$ cat src/rtl/hamming_secded_decode_pipe.sv
// Two-stage SECDED Hamming decoder with valid/ready flow control on both sides.
// Keeps saturating correctable/uncorrectable counters and a sticky first-error capture.
module hamming_secded_decode_pipe #(
    parameter  int DATA_WIDTH  = 32,
    parameter  int COUNT_WIDTH = 16,
    localparam int ADDR_WIDTH  = $clog2(DATA_WIDTH + $clog2(DATA_WIDTH + 1) + 1),
    localparam int CODED_WIDTH = DATA_WIDTH + ADDR_WIDTH + 1
) (
    input  logic                   clk,
    input  logic                   rst,
    input  logic                   in_valid,
    output logic                   in_ready,
    input  logic [CODED_WIDTH-1:0] in_code,
    output logic                   out_valid,
    input  logic                   out_ready,
    output logic [DATA_WIDTH-1:0]  out_data,
    output logic [1:0]             out_err,
    output logic [ADDR_WIDTH-1:0]  out_loc,
    input  logic                   cnt_clr,
    output logic [COUNT_WIDTH-1:0] corr_cnt,
    output logic [COUNT_WIDTH-1:0] uncorr_cnt,
    output logic                   first_vld,
    output logic [1:0]             first_err,
    output logic [ADDR_WIDTH-1:0]  first_loc
);

    // Codeword index of payload bit k: the k-th non-power-of-2 index at or above 3.
    function automatic int f_data_pos(input int k);
        int cnt;
        int pos;
        cnt = 0;
        pos = 0;
        for (int i = 3; i < CODED_WIDTH; i++) begin
            if ((i & (i - 1)) != 0) begin
                if (cnt == k) pos = i;
                cnt = cnt + 1;
            end
        end
        return pos;
    endfunction

    logic [ADDR_WIDTH-1:0]  w_syn;
    logic                   w_par;
    logic [DATA_WIDTH-1:0]  w_in_data;
    logic                   w_s2_ready;
    logic                   w_in_fire;
    logic                   w_out_fire;
    logic                   w_syn_in_range;
    logic [1:0]             w_err;
    logic [DATA_WIDTH-1:0]  w_fix_data;

    logic                   r_s1_valid;
    logic [DATA_WIDTH-1:0]  r_s1_data;
    logic [ADDR_WIDTH-1:0]  r_s1_syn;
    logic                   r_s1_par;

    logic                   r_s2_valid;
    logic [DATA_WIDTH-1:0]  r_s2_data;
    logic [1:0]             r_s2_err;
    logic [ADDR_WIDTH-1:0]  r_s2_loc;

    logic [COUNT_WIDTH-1:0] r_corr_cnt;
    logic [COUNT_WIDTH-1:0] r_uncorr_cnt;
    logic                   r_first_vld;
    logic [1:0]             r_first_err;
    logic [ADDR_WIDTH-1:0]  r_first_loc;

    always_comb begin
        w_syn = '0;
        for (int i = 0; i < CODED_WIDTH; i++) begin
            if (in_code[i]) w_syn = w_syn ^ ADDR_WIDTH'(i);
        end
    end

    assign w_par = ^in_code;

    // Only payload bits are carried forward; the check bits are fully summarised by S and P.
    for (genvar k = 0; k < DATA_WIDTH; k++) begin : g_data
        localparam int POS = f_data_pos(k);
        assign w_in_data[k]  = in_code[POS];
        assign w_fix_data[k] = r_s1_data[k] ^
                               ((w_err == 2'b01) && (r_s1_syn == ADDR_WIDTH'(POS)));
    end

    assign w_syn_in_range = ({1'b0, r_s1_syn} < (ADDR_WIDTH + 1)'(CODED_WIDTH));

    always_comb begin
        w_err = 2'b00;
        if (r_s1_par) begin
            w_err = w_syn_in_range ? 2'b01 : 2'b11;
        end else if (r_s1_syn != '0) begin
            w_err = 2'b10;
        end
    end

    assign w_s2_ready = !r_s2_valid || out_ready;
    assign in_ready   = !r_s1_valid || w_s2_ready;
    assign w_in_fire  = in_valid && in_ready;
    assign w_out_fire = r_s2_valid && out_ready;

    always_ff @(posedge clk) begin
        if (rst) begin
            r_s1_valid <= 1'b0;
            r_s1_data  <= '0;
            r_s1_syn   <= '0;
            r_s1_par   <= 1'b0;
        end else if (in_ready) begin
            r_s1_valid <= in_valid;
            if (w_in_fire) begin
                r_s1_data <= w_in_data;
                r_s1_syn  <= w_syn;
                r_s1_par  <= w_par;
            end
        end
    end

    always_ff @(posedge clk) begin
        if (rst) begin
            r_s2_valid <= 1'b0;
            r_s2_data  <= '0;
            r_s2_err   <= 2'b00;
            r_s2_loc   <= '0;
        end else if (w_s2_ready) begin
            r_s2_valid <= r_s1_valid;
            if (r_s1_valid) begin
                r_s2_data <= w_fix_data;
                r_s2_err  <= w_err;
                r_s2_loc  <= r_s1_syn;
            end
        end
    end

    // A clear in the same cycle as an accepted error wipes first, then records that word.
    always_ff @(posedge clk) begin
        if (rst) begin
            r_corr_cnt   <= '0;
            r_uncorr_cnt <= '0;
            r_first_vld  <= 1'b0;
            r_first_err  <= 2'b00;
            r_first_loc  <= '0;
        end else begin
            if (cnt_clr) begin
                r_corr_cnt   <= '0;
                r_uncorr_cnt <= '0;
                r_first_vld  <= 1'b0;
                r_first_err  <= 2'b00;
                r_first_loc  <= '0;
            end
            if (w_out_fire) begin
                if (r_s2_err == 2'b01) begin
                    if (cnt_clr) begin
                        r_corr_cnt <= COUNT_WIDTH'(1);
                    end else if (r_corr_cnt != '1) begin
                        r_corr_cnt <= r_corr_cnt + COUNT_WIDTH'(1);
                    end
                end
                if (r_s2_err[1]) begin
                    if (cnt_clr) begin
                        r_uncorr_cnt <= COUNT_WIDTH'(1);
                    end else if (r_uncorr_cnt != '1) begin
                        r_uncorr_cnt <= r_uncorr_cnt + COUNT_WIDTH'(1);
                    end
                end
                if ((r_s2_err != 2'b00) && (cnt_clr || !r_first_vld)) begin
                    r_first_vld <= 1'b1;
                    r_first_err <= r_s2_err;
                    r_first_loc <= r_s2_loc;
                end
            end
        end
    end

    assign out_valid  = r_s2_valid;
    assign out_data   = r_s2_data;
    assign out_err    = r_s2_err;
    assign out_loc    = r_s2_loc;
    assign corr_cnt   = r_corr_cnt;
    assign uncorr_cnt = r_uncorr_cnt;
    assign first_vld  = r_first_vld;
    assign first_err  = r_first_err;
    assign first_loc  = r_first_loc;

endmodule

$ cat config.mk
export PLATFORM = sky130hd
export DESIGN_NAME = hamming_secded_decode_pipe
export DESIGN_NICKNAME = d
export VERILOG_FILES = /design/src/rtl/hamming_secded_decode_pipe.sv
export SDC_FILE = /design/constraint.sdc
export NUM_CORES = 1
export LEC_CHECK = 0
export ABC_CLOCK_PERIOD_IN_PS = 1790
export CAP_MARGIN = 0
export CORE_MARGIN = 2
export CORE_UTILIZATION = 46
export DETAILED_ROUTE_END_ITERATION = 8
export PLACE_DENSITY_LB_ADDON = 0.2
export REMOVE_ABC_BUFFERS = 1
export SYNTH_ARGS = -nofsm -noshare
export SYNTH_HDL_FRONTEND = slang
export SYNTH_SLANG_ARGS = --single-unit
$ cat constraint.sdc
create_clock -name clk -period 1.79 [get_ports clk]
set_input_delay 0.2685 -clock clk [delete_from_list [all_inputs] [get_ports clk]]
set_output_delay 0.2685 -clock clk [all_outputs]
set_load 0.02 [all_outputs]
==> flow_summary.ini <==
[route]
drtPass1Iterations = 5
drc = 0
wl_per_cell_um = 15.2
num_vias = 5749
ant_nets = 0
wl_um = 16500
drtIter0Drc = 355
via_per_inst = 5.28

[synth]
yosys-top-cells-area = dfxtp_1, xnor2_1, xor2_1
synth_seq_cells = 122
synth_commonest_cells = dfxtp_1, nand2_1, nor2_1, xnor2_1, a21oi_1
ys.flop_type = dfxtp_1
yosysSeqAreaShare = 0.420
yosysTopAreaCellShare = 0.420
avgSynthCellArea_um2 = 8.36
ys_warn_count = 0
synth.distinct_cells = 40
yosys.cell_count.top_type = dfxtp_1
async_reset_ff_frac = 0
syn_area_um2 = 5820
synth-edff-count = 0
syn_inst = 696
synth_top_cell_by_area = dfxtp_1

[floorplan]
die_height_um = 116
fp.dieArea_um2 = 13600
die_width_um = 116
core_um2 = 12500
rows = 41
pin_count = 127
initial_core_util = 0.467

[critical_path]
r2r_setup_slack_ns = 0.04
crit_chain = clkdlybuf4s50_1, xnor2_2, buf_4, xnor2_4, xnor3_1, or4_1, nand3_1
reg2reg_from = corr_cnt[0]
path_max_fanout = 2
cp.required_ns = 2.15
critPathBufInv = 2
slowest_stage = clkdlybuf4s50_1
reg2reg_depth = 8
slowest_delay_ns = 0.52
r2r-end = corr_cnt[9]
cp.arrival_ns = 2.12
path_class = primary input to register
crit_family = buffers and inverters
start_kind = primary input
crit_path_end_kind = register

[power_and_ir_drop]
peakVddDrop_uv = 619
total_power_mw = 8.45
intPower_mw = 6.19
seqPwrFrac = 0.358
p_comb_frac = 0.218
power_switching_mw = 2.26
p_per_area_nw_per_um2 = 961
p_clk_frac = 0.424
p_leak_nw = 3.61
p_sw_frac = 0.267

[clock_tree]
cts_tree = done
clk_pin_slew_ns = 0.06
cts.sinks = 122
cts_max_path_buffers = 2
clock_latency_ns = 0.42
cts_buffers = 17
holdBufCountCts = 0
cts-root-buf = clkbuf_16
htree_levels = 4

[timing]
hold_viol = 0
slew_viol_final = 0
fin_crit_ns = 1.76
rsz0062_at_grt = true
fmax_mhz = 568
clock-skew-final_ns = 0.00602
maxSlewHeadroom = 0.580
worstMarginPinSlew_ns = 0.630
setup_viol = 0
period_share = 0.984

[placed_design]
gp_congestion = 0.903
numPortBuffers = 126
place_hpwl_um = 11700
dp_cells = 1049

[cells_and_area]
register_area_um2 = 2450
layout-drive-gt1-share = 0.185
diodes = 0
filler_cell_count = 961
final_nets = 950
final_cells = 1089
multiInputGateArea_um2 = 3410
layout-area-overhead-vs-synth_pct = 51.1

[global_route]
grt_overflow = 0
grt_pass1_wl_um = 25600
grt_use_total = 0.240
antenna_found_initial = 0
grt_max_degree = 63
first_global_vias = 5474

[hold_path]
hold-path-cell-count = 3
min_from = in_code[12]
hold_end = r_s1_data[7]
hp-class = primary input to register

[run_status]
status = complete, no violations

[job]
cap_violations = 0
==> layout by cell type (no fill, tap or decap), types with 8 or more instances in the layout <==
master / instances
a211oi_1: 27
nor2_1: 85
nand3_1: 21
clkbuf_16: 17
clkdlybuf4s50_1: 92
dlymetal6s2s_1: 22
nand4_1: 17
dfxtp_1: 115
xnor2_2: 12
nor2b_1: 9
or3_1: 11
a21oi_1: 54
nand2_1: 111
a311oi_1: 8
xnor2_1: 46
xor2_1: 47
buf_4: 94
==> layer usage <==
| layer | up-vias | wire [um] | track usage |
|---|---|---|---|
| li1 | 2794 | - | - |
| met3 | 35 | 999 | 0.0550 |
| met2 | 216 | 8360 | 0.424 |
| met4 | 0 | 316 | 0.0786 |
| met5 | - | 0 | 0 |
| met1 | 2704 | 6880 | 0.288 |
==> state kept, by name (all words and copies together) (netlist names), 2 cells and up <==
| signal | count |
|---|---|
| out_err | 2 |
| uncorr_cnt | 16 |
| first_err | 2 |
| r_s1_data | 32 |
| out_data | 32 |
| out_loc | 6 |
| first_loc | 6 |
| corr_cnt | 16 |
| r_s1_syn | 6 |
==> what timing repair did <==
| item | in CTS | in global routing |
|---|---|---|
| endpoints found under the setup margin | 10 | 38 |
| gates resized for setup | 17 | 65 |
| pin swaps | 10 | 21 |
| setup buffers | 2 | 5 |
| gates cloned | 0 | 1 |
==> tightest hold or removal path: cells and delay by family <==
| family | cells | cell delay, ns |
|---|---|---|
| buffers and inverters | 1 | 0.12 |
| AND/OR/NAND/NOR | 1 | 0.07 |
| AO/OA/AOI/OAI | 1 | 0.06 |
==> cell families (layout without fill, tap and decap cells) <==
logic type | Yosys count | count (layout) | synth area share
AO/OA/AOI/OAI | 115 | 115 | 0.123
XOR/XNOR | 113 | 113 | 0.183
adder cells (fa/ha/maj) | 2 | 2 | 0.00430
buffers and inverters | 39 | 260 | 0.0252
flip-flops | 122 | 122 | 0.420
multiplexers | 3 | 3 | 0.00516
AND/OR/NAND/NOR | 302 | 302 | 0.240
==> power by group through the flow <==
stage | Clock, mW | Combinational [mW] | Sequential [mW]
3_3_place_gp | 0 | 1.71 | 3.07
4_1_cts | 3.62 | 1.77 | 3.02
3_5_place_dp | 0 | 1.74 | 3.07
5_1_grt | 3.76 | 1.99 | 3.04
2_1_floorplan | 0 | 0.853 | 3.14
6_report | 3.58 | 1.84 | 3.02
==> how the worst max path moves through the flow <==
stage	endpoint	slack (ns)	start	depth (start not counted)
2_1_floorplan	out_err[1]	-1.66	out_valid	4
3_3_place_gp	r_s1_par	-0.62	in_code[38]	8
3_5_place_dp	r_s1_par	-0.70	in_code[36]	8
4_1_cts	r_s1_par	-0.15	in_code[7]	7
5_1_grt	uncorr_cnt[4]	-0.07	uncorr_cnt[0]	8
6_report	r_s1_par	0.03	in_code[37]	7
==> area by class of cell <==
type,count,area share
Clock inverter,11,0.0194
Timing Repair Buffer,226,0.237
Clock buffer,21,0.0512
Inverter,2,0.000854
Tap cell,172,0.0245
Multi-Input combinational cell,535,0.388
Sequential cell,122,0.279
==> metrics by stage <==
stage / setup slack (ns) / TNS [ns] / instance area (um2) / hold slack, ns / util
after floorplan: -1.66 / -73.35 / 5680 / 0.338 / -
after global placement: -0.618 / -5.49 / 7890 / 0.455 / 0.633
after detailed placement: -0.699 / -6.20 / 7890 / 0.460 / 0.633
after CTS: -0.154 / -0.154 / 8540 / 0.205 / 0.685
after global routing: -0.0690 / -0.343 / 8790 / 0.168 / 0.705
final: 0.0282 / 0 / 8790 / 0.156 / 0.705
No activity file was read; power rests on OpenSTA's default activity.
